`src/rtl/wb_timer_if.sv`:
```
// Wishbone bus bundle for the wb_timer peripheral: 32-bit data, 16-bit lane granularity.
// Signal names are as seen from the slave side.
interface wb_timer_if;
  logic [31:0] wb_dat_i;
  logic [31:0] wb_dat_o;
  logic [31:1] wb_adr_i;
  logic [1:0]  wb_sel_i;
  logic        wb_we_i;
  logic        wb_cyc_i;
  logic        wb_stb_i;
  logic        wb_ack_o;

  modport slave (
    input  wb_dat_i, wb_adr_i, wb_sel_i, wb_we_i, wb_cyc_i, wb_stb_i,
    output wb_dat_o, wb_ack_o
  );

  modport master (
    output wb_dat_i, wb_adr_i, wb_sel_i, wb_we_i, wb_cyc_i, wb_stb_i,
    input  wb_dat_o, wb_ack_o
  );
endinterface

```
`src/rtl/wb_timer.sv`:
```
// Wishbone slave 32-bit down-counter with auto-reload, expiry flag and level interrupt.
// Define MUSKOKA_TIMER_PRESCALER_EN to build the 8-bit tick prescaler (CTRL[15:8] = PSC).
module wb_timer #(
  parameter logic [31:0] RESET_LOAD = 32'h0000_0000
) (
  input  logic        clk_i,
  input  logic        rst_i,
  wb_timer_if.slave   wb,
  output logic        irq_o
);

  typedef enum logic [1:0] {
    RegCtrl   = 2'd0,
    RegLoad   = 2'd1,
    RegCount  = 2'd2,
    RegStatus = 2'd3
  } reg_idx_e;

  reg_idx_e    idx;
  logic        req;
  logic        wr;
  logic        rd;
  logic [31:0] wmask;
  logic [31:0] rd_val;
  logic        tick;
  logic        expire;
  logic        status_clr;
  logic [7:0]  psc_rd;
  logic        unused_adr;

  logic        ack_q, ack_d;
  logic [31:0] dat_q, dat_d;
  logic        en_q, en_d;
  logic        reload_q, reload_d;
  logic        ie_q, ie_d;
  logic        exp_q, exp_d;
  logic [31:0] load_q, load_d;
  logic [31:0] count_q, count_d;

  // Holding ack for one cycle blocks re-acceptance, giving the 1,0,1,0 pattern.
  assign req   = wb.wb_cyc_i & wb.wb_stb_i & ~ack_q;
  assign wr    = req & wb.wb_we_i;
  assign rd    = req & ~wb.wb_we_i;
  assign idx   = reg_idx_e'(wb.wb_adr_i[3:2]);
  assign wmask = {{16{wb.wb_sel_i[1]}}, {16{wb.wb_sel_i[0]}}};

  assign unused_adr = ^{wb.wb_adr_i[31:4], wb.wb_adr_i[1]};

  function automatic logic [31:0] merge_lanes(input logic [31:0] old_val,
                                              input logic [31:0] new_val,
                                              input logic [31:0] mask);
    return (old_val & ~mask) | (new_val & mask);
  endfunction

`ifdef MUSKOKA_TIMER_PRESCALER_EN
  logic [7:0] psc_q, psc_d;
  logic [7:0] pre_q, pre_d;

  assign tick   = en_q && (pre_q == psc_q);
  assign psc_rd = psc_q;

  always_comb begin
    psc_d = psc_q;
    pre_d = pre_q;
    if (!en_q || tick) begin
      pre_d = 8'd0;
    end else begin
      pre_d = pre_q + 8'd1;
    end
    // Any CTRL write restarts the prescaler so a new PSC takes effect cleanly.
    if (wr && (idx == RegCtrl)) begin
      pre_d = 8'd0;
      if (wb.wb_sel_i[0]) begin
        psc_d = wb.wb_dat_i[15:8];
      end
    end
  end

  always_ff @(posedge clk_i or posedge rst_i) begin
    if (rst_i) begin
      psc_q <= 8'd0;
      pre_q <= 8'd0;
    end else begin
      psc_q <= psc_d;
      pre_q <= pre_d;
    end
  end
`else
  assign tick   = en_q;
  assign psc_rd = 8'd0;
`endif

  assign expire     = tick && (count_q == 32'd0);
  assign status_clr = wr && (idx == RegStatus) && wb.wb_sel_i[0] && wb.wb_dat_i[0];

  always_comb begin
    rd_val = 32'd0;
    unique case (idx)
      RegCtrl:   rd_val = {16'h0000, psc_rd, 5'b00000, ie_q, reload_q, en_q};
      RegLoad:   rd_val = load_q;
      RegCount:  rd_val = count_q;
      RegStatus: rd_val = {31'd0, exp_q};
    endcase
  end

  always_comb begin
    en_d     = en_q;
    reload_d = reload_q;
    ie_d     = ie_q;
    load_d   = load_q;
    count_d  = count_q;
    ack_d    = req;
    dat_d    = dat_q;

    if (tick) begin
      if (count_q != 32'd0) begin
        count_d = count_q - 32'd1;
      end else if (reload_q) begin
        count_d = load_q;
      end else begin
        en_d = 1'b0;
      end
    end

    // Expiry set has priority over a same-cycle clear.
    exp_d = expire | (exp_q & ~status_clr);

    // Bus writes are applied last so they override the timer's own update.
    if (wr) begin
      unique case (idx)
        RegCtrl: begin
          if (wb.wb_sel_i[0]) begin
            en_d     = wb.wb_dat_i[0];
            reload_d = wb.wb_dat_i[1];
            ie_d     = wb.wb_dat_i[2];
          end
        end
        RegLoad:   load_d  = merge_lanes(load_q, wb.wb_dat_i, wmask);
        RegCount:  count_d = merge_lanes(count_q, wb.wb_dat_i, wmask);
        RegStatus: ;
      endcase
    end

    if (rd) begin
      dat_d = rd_val;
    end
  end

  always_ff @(posedge clk_i or posedge rst_i) begin
    if (rst_i) begin
      ack_q    <= 1'b0;
      dat_q    <= 32'd0;
      en_q     <= 1'b0;
      reload_q <= 1'b0;
      ie_q     <= 1'b0;
      exp_q    <= 1'b0;
      load_q   <= RESET_LOAD;
      count_q  <= RESET_LOAD;
    end else begin
      ack_q    <= ack_d;
      dat_q    <= dat_d;
      en_q     <= en_d;
      reload_q <= reload_d;
      ie_q     <= ie_d;
      exp_q    <= exp_d;
      load_q   <= load_d;
      count_q  <= count_d;
    end
  end

  assign wb.wb_ack_o = ack_q;
  assign wb.wb_dat_o = dat_q;
  assign irq_o       = exp_q & ie_q;

endmodule
```
`src/flat_wrapper.sv`:
```
// flat-port wrapper written by rule: the top's interface ports become plain ports
module wb_timer_flat 
#(
  parameter logic [31:0] RESET_LOAD = 32'h0000_0000
)
  (clk_i, rst_i, irq_o, wb_wb_dat_i, wb_wb_adr_i, wb_wb_sel_i, wb_wb_we_i, wb_wb_cyc_i, wb_wb_stb_i, wb_wb_dat_o, wb_wb_ack_o);
  wb_timer_if wb_i ();
  input  logic clk_i;
  input  logic rst_i;
  output logic irq_o;
  input wire logic [$bits(wb_i.wb_dat_i)-1:0] wb_wb_dat_i;
  input wire logic [$bits(wb_i.wb_adr_i)-1:0] wb_wb_adr_i;
  input wire logic [$bits(wb_i.wb_sel_i)-1:0] wb_wb_sel_i;
  input wire logic [$bits(wb_i.wb_we_i)-1:0] wb_wb_we_i;
  input wire logic [$bits(wb_i.wb_cyc_i)-1:0] wb_wb_cyc_i;
  input wire logic [$bits(wb_i.wb_stb_i)-1:0] wb_wb_stb_i;
  output wire logic [$bits(wb_i.wb_dat_o)-1:0] wb_wb_dat_o;
  output wire logic [$bits(wb_i.wb_ack_o)-1:0] wb_wb_ack_o;
  assign wb_i.wb_dat_i = wb_wb_dat_i;
  assign wb_i.wb_adr_i = wb_wb_adr_i;
  assign wb_i.wb_sel_i = wb_wb_sel_i;
  assign wb_i.wb_we_i = wb_wb_we_i;
  assign wb_i.wb_cyc_i = wb_wb_cyc_i;
  assign wb_i.wb_stb_i = wb_wb_stb_i;
  assign wb_wb_dat_o = wb_i.wb_dat_o;
  assign wb_wb_ack_o = wb_i.wb_ack_o;
  wb_timer #(.RESET_LOAD(RESET_LOAD)) u_core (.clk_i(clk_i), .rst_i(rst_i), .wb(wb_i), .irq_o(irq_o));
endmodule
```
`config.mk`:
```
export PLATFORM = sky130hd
export DESIGN_NAME = wb_timer_flat
export DESIGN_NICKNAME = d
export VERILOG_FILES = /design/src/rtl/wb_timer_if.sv /design/src/rtl/wb_timer.sv /design/src/flat_wrapper.sv
export SDC_FILE = /design/constraint.sdc
export NUM_CORES = 1
export LEC_CHECK = 0
export ABC_CLOCK_PERIOD_IN_PS = 5100
export BUFFER_PORTS_ARGS = -buffer_cell sky130_fd_sc_hd__buf_2
export CORE_MARGIN = 4
export CORE_UTILIZATION = 47
export DETAILED_ROUTE_END_ITERATION = 6
export PLACE_DENSITY = 0.73
export SLEW_MARGIN = 20
export SYNTH_ARGS = -nofsm -noshare
export SYNTH_HDL_FRONTEND = slang
export SYNTH_SLANG_ARGS = --single-unit
```
`constraint.sdc`:
```
create_clock -name clk_i -period 5.1 [get_ports clk_i]
set_input_delay 0.51 -clock clk_i [delete_from_list [all_inputs] [get_ports clk_i]]
set_output_delay 0.51 -clock clk_i [all_outputs]
set_load 0.02 [all_outputs]
```
# After elaboration in Yosys (flattened, before gate mapping)
# Index checks and enable logic that the tools add are counted.
# totals
regBits	101
input_bits	70
out_inout_bits	34
elab_cells	49
# classes
add_sub_neg	1
eq_ne	3
muxes	12
n_bitwise	16
n_reduce_logical	9
# op_table
cell	n
$mux 32	5
$pmux 32 s4	1
$and 32x32->32	3
$or 32x32->32	2
$logic_not 32->1	1
$not 32->32	1
$reduce_bool 32->1	1
$sub 32x1->32 const B	1
$and 1x1->1	6
$mux 1	6
$eq 2x2->1 const B	2
$logic_and 1x1->1	4
$not 1->1	3
$reduce_and 3->1	1
$eq 2x1->1 const B	1
$logic_not 2->1	1
$reduce_and 2->1	1
$or 1x1->1	1

# Depth between registers and ports, before layout
# logic_depth
ltp_word	9
mapped_depth	9
mapped_depth_nobuf	8

# Worst setup path before layout
# Ideal clock, no wire load.
# synth_path
path_type	flip-flop to flip-flop
start	reg with a tool-made name
end	reg with a tool-made name
setup_ns	0.129
arrival_time_ns	2.167
t_required_ns	4.971
setup_slack_ns	2.804
stages_incl_launch_ff	9
path_buffers	2
period_less_slack_ns	2.296
path_cell_list	dfrtp_1 -> buf_6 -> or4_4 -> buf_6 -> or3_4 -> nor2_8 -> a2111oi_2 -> a2111oi_2 -> nor2_1

==> summary.txt <==
Clock tree
  • Clk slew on worst S/H paths: 0.07 ns
  • CTS Buf Count: 9
  • CTS H-tree lvls: 3
  • CTS root buf: clkbuf_16
  • CTS tree: done
  • Clk Latency, worst-skew pair: 0.35 ns
  • Clock sinks: 101
  • CTS resizes: 0
  • CTS max path bufs: 2
  • CTS Hold Bufs: 0
  • Post CTS Setup Buffer Count: 0

Die
  • Initial Utilization: 0.479
  • Rows: 39
  • # IOs: 104
  • CORE AREA: 11,400 um^2
  • Total die area: 13,400 um^2
  • Die width: 116 um
  • DIE HEIGHT: 116 um

Critical path
  • Critical path required time: 5.33 ns
  • Crit. path cell count: 6
  • Crit-path max FO: 22
  • Reg2Reg Depth: 6
  • CP Data Arrival Time: 3.42 ns
  • Worst setup SP type: register
  • WS Path Type: reg -> reg
  • Crit-path slowest cell: nand3_1
  • Critical Path Sink Type: register
  • Crit path largest cell delay: 0.85 ns
  • Crit path buffers/inverters: 0
  • Worst reg-to-reg setup slack: 1.90 ns
  • Worst path top cell family by delay: simple AND/OR/NAND/NOR gates
  • Crit path cell chain: or4_1 -> nor4_4 -> nand3_1 -> mux2_2 -> o21ai_1 -> a21oi_1

Routing
  • Mean number of vias per cell: 6.38
  • Antenna-violating nets left: 0
  • Routed vias: 4,788
  • First-pass DRT Iterations: 5
  • Average wire per standard cell: 19.7 um
  • Final wirelength: 14.8 mm
  • Residual DRC: 0
  • DRT iter0 DRCs: 411

Global route
  • First-pass GRT wire length: 24.4 mm
  • Total gr overflow: 0
  • Largest net degree at the start of global routing: 53
  • Antenna violations before repair: 0
  • Grt met1 use: 0.313
  • Grt met2 use: 0.363
  • GRT Total Usage: 0.228
  • Vias in the first global route: 4,849
  • GR Layer Usage met3: 0.0324
  • Top Usage Layer GRT: met2

Layout
  • Layout Utilization: 0.542
  • Area delta synth->final: 13.2%
  • Nets: 674
  • Fillers: 1,038
  • Ant diodes: 0
  • Share of cells above drive strength 1: 0.255
  • Post-route cell area: 6190 um^2

STA
  • Fin crit period: 3.20 ns
  • Final setup fails: 0
  • Clock Skew: 0.00633 ns
  • Setup WS post-layout: 1.90 ns
  • Worst hold slack: 0.242 ns
  • Final-report max-slew violation count: 0
  • RSZ-0062 raised after global routing: false
  • Worst slew pin tran: 1.10 ns
  • Fin crit share: 0.627
  • Slew HR: 0.268
  • Final hold violations: 0
  • Setup TNS: 0 ns
  • Achievable Freq: 313 MHz

Synth
  • Synth top cells by count: dfrtp_1, nor2_1, a21oi_1
  • Top cells by area, synth: dfrtp_1, mux2_2, a21oi_1
  • Cell with the most instances after synthesis: dfrtp_1
  • Most area-hungry cell type in the Yosys netlist: dfrtp_1
  • Library cells used by synthesis: 66
  • Prevailing post-synth register cell: dfrtp_1
  • Synth Cell Area: 5470 um^2
  • Yosys warns: 0
  • Mapped Nets: 630
  • Yosys top cell area share: 0.462
  • Post-synthesis sequential area ratio: 0.462
  • Number of enable flip-flop cells after synthesis: 0
  • Syn_area_per_cell: 9.80 um^2
  • Synth Instances: 558
  • FF+latch count, synth: 101
  • Synth async-reset ratio: 1.00

Power and ir drop
  • Pwr Density: 430 nW/um^2
  • Leakage power: 2.59 nW
  • Maximum VDD drop: 0.219 mV

Placement
  • Place WS: 1.95 ns
  • Placed cell area: 5870 um^2
  • GPL Wtd Cong: 0.866
  • PortBufs: 74
  • DP Wirelength: 9.85 mm

Status
  • Status: finished clean

Job
  • # Max-Cap Violations: 0

Hold path
  • Hold Crit Class: in -> async
cell type report:
| type | instances | area [um^2] | share of cell area |
|---|---|---|---|
| Multi-Input combinational cell | 403 | 2730 | 0.440 |
| Sequential cell | 101 | 2530 | 0.408 |
| Timing Repair Buffer | 79 | 408 | 0.0659 |
| Clock buffer | 10 | 229 | 0.0370 |
| Tap cell | 143 | 179 | 0.0289 |
| Clock inverter | 6 | 87.6 | 0.0142 |
| Inverter | 8 | 32.5 | 0.00526 |
report_power, final:
part	switching, mW	internal [mW]	total [mW]
sequential	0.259	0.999	1.26
clock	0.305	0.430	0.735
combinational	0.377	0.291	0.668
total	0.941	1.72	2.66
through the flow:
stage | power [mW] | std cells
finish | 2.66 | 750
CTS | 2.66 | 750
detailed placement | 1.93 | 734
floorplan | 1.71 | 558
global placement | 1.89 | 734
global route | 2.82 | 750
cells by family after synthesis:
family / Yosys count / synth area share
AOI/OAI and AO/OA: 174 / 0.206
xor gates and xnor gates: 9 / 0.0144
adders and majority gates: 2 / 0.00458
buffers and inverters: 54 / 0.0414
DFF: 101 / 0.462
muxes: 52 / 0.106
and+or+nand+nor: 166 / 0.165
placed cells by master, fill, tap and decap left out, types with 8 or more instances in the layout:
master	instances
nor4_1	11
a32oi_1	8
o21ai_0	17
dfrtp_1	101
nand3_1	13
nand2_1	22
nor3_1	14
a31oi_1	14
mux2_2	37
a21oi_1	57
buf_2	74
mux2i_1	14
nor2_1	60
xor2_1	8
o22ai_1	14
a22oi_1	30
clkbuf_16	9
how the worst min path moves through the flow:
stage                                      from                     end  slack (ns)  cells past startpoint
after floorplan                    u_core.exp_q            u_core.exp_q        0.46                      2
after global placement             u_core.exp_q            u_core.exp_q        0.48                      2
after detailed placement  u_core.wb.wb_dat_o[0]   u_core.wb.wb_dat_o[0]        0.50                      1
after CTS                                 rst_i  u_core.wb.wb_dat_o[27]        0.27                      2
after global routing                      rst_i  u_core.wb.wb_dat_o[26]        0.30                      2
final                                     rst_i  u_core.wb.wb_dat_o[27]        0.24                      2
routing by layer:
metal	vias up	part of all wire
li1	2190	-
met1	2336	0.43
met2	223	0.47
met3	39	0.071
met4	0	0.028
met5	-	0
Power figures use the tool's default switching activity.
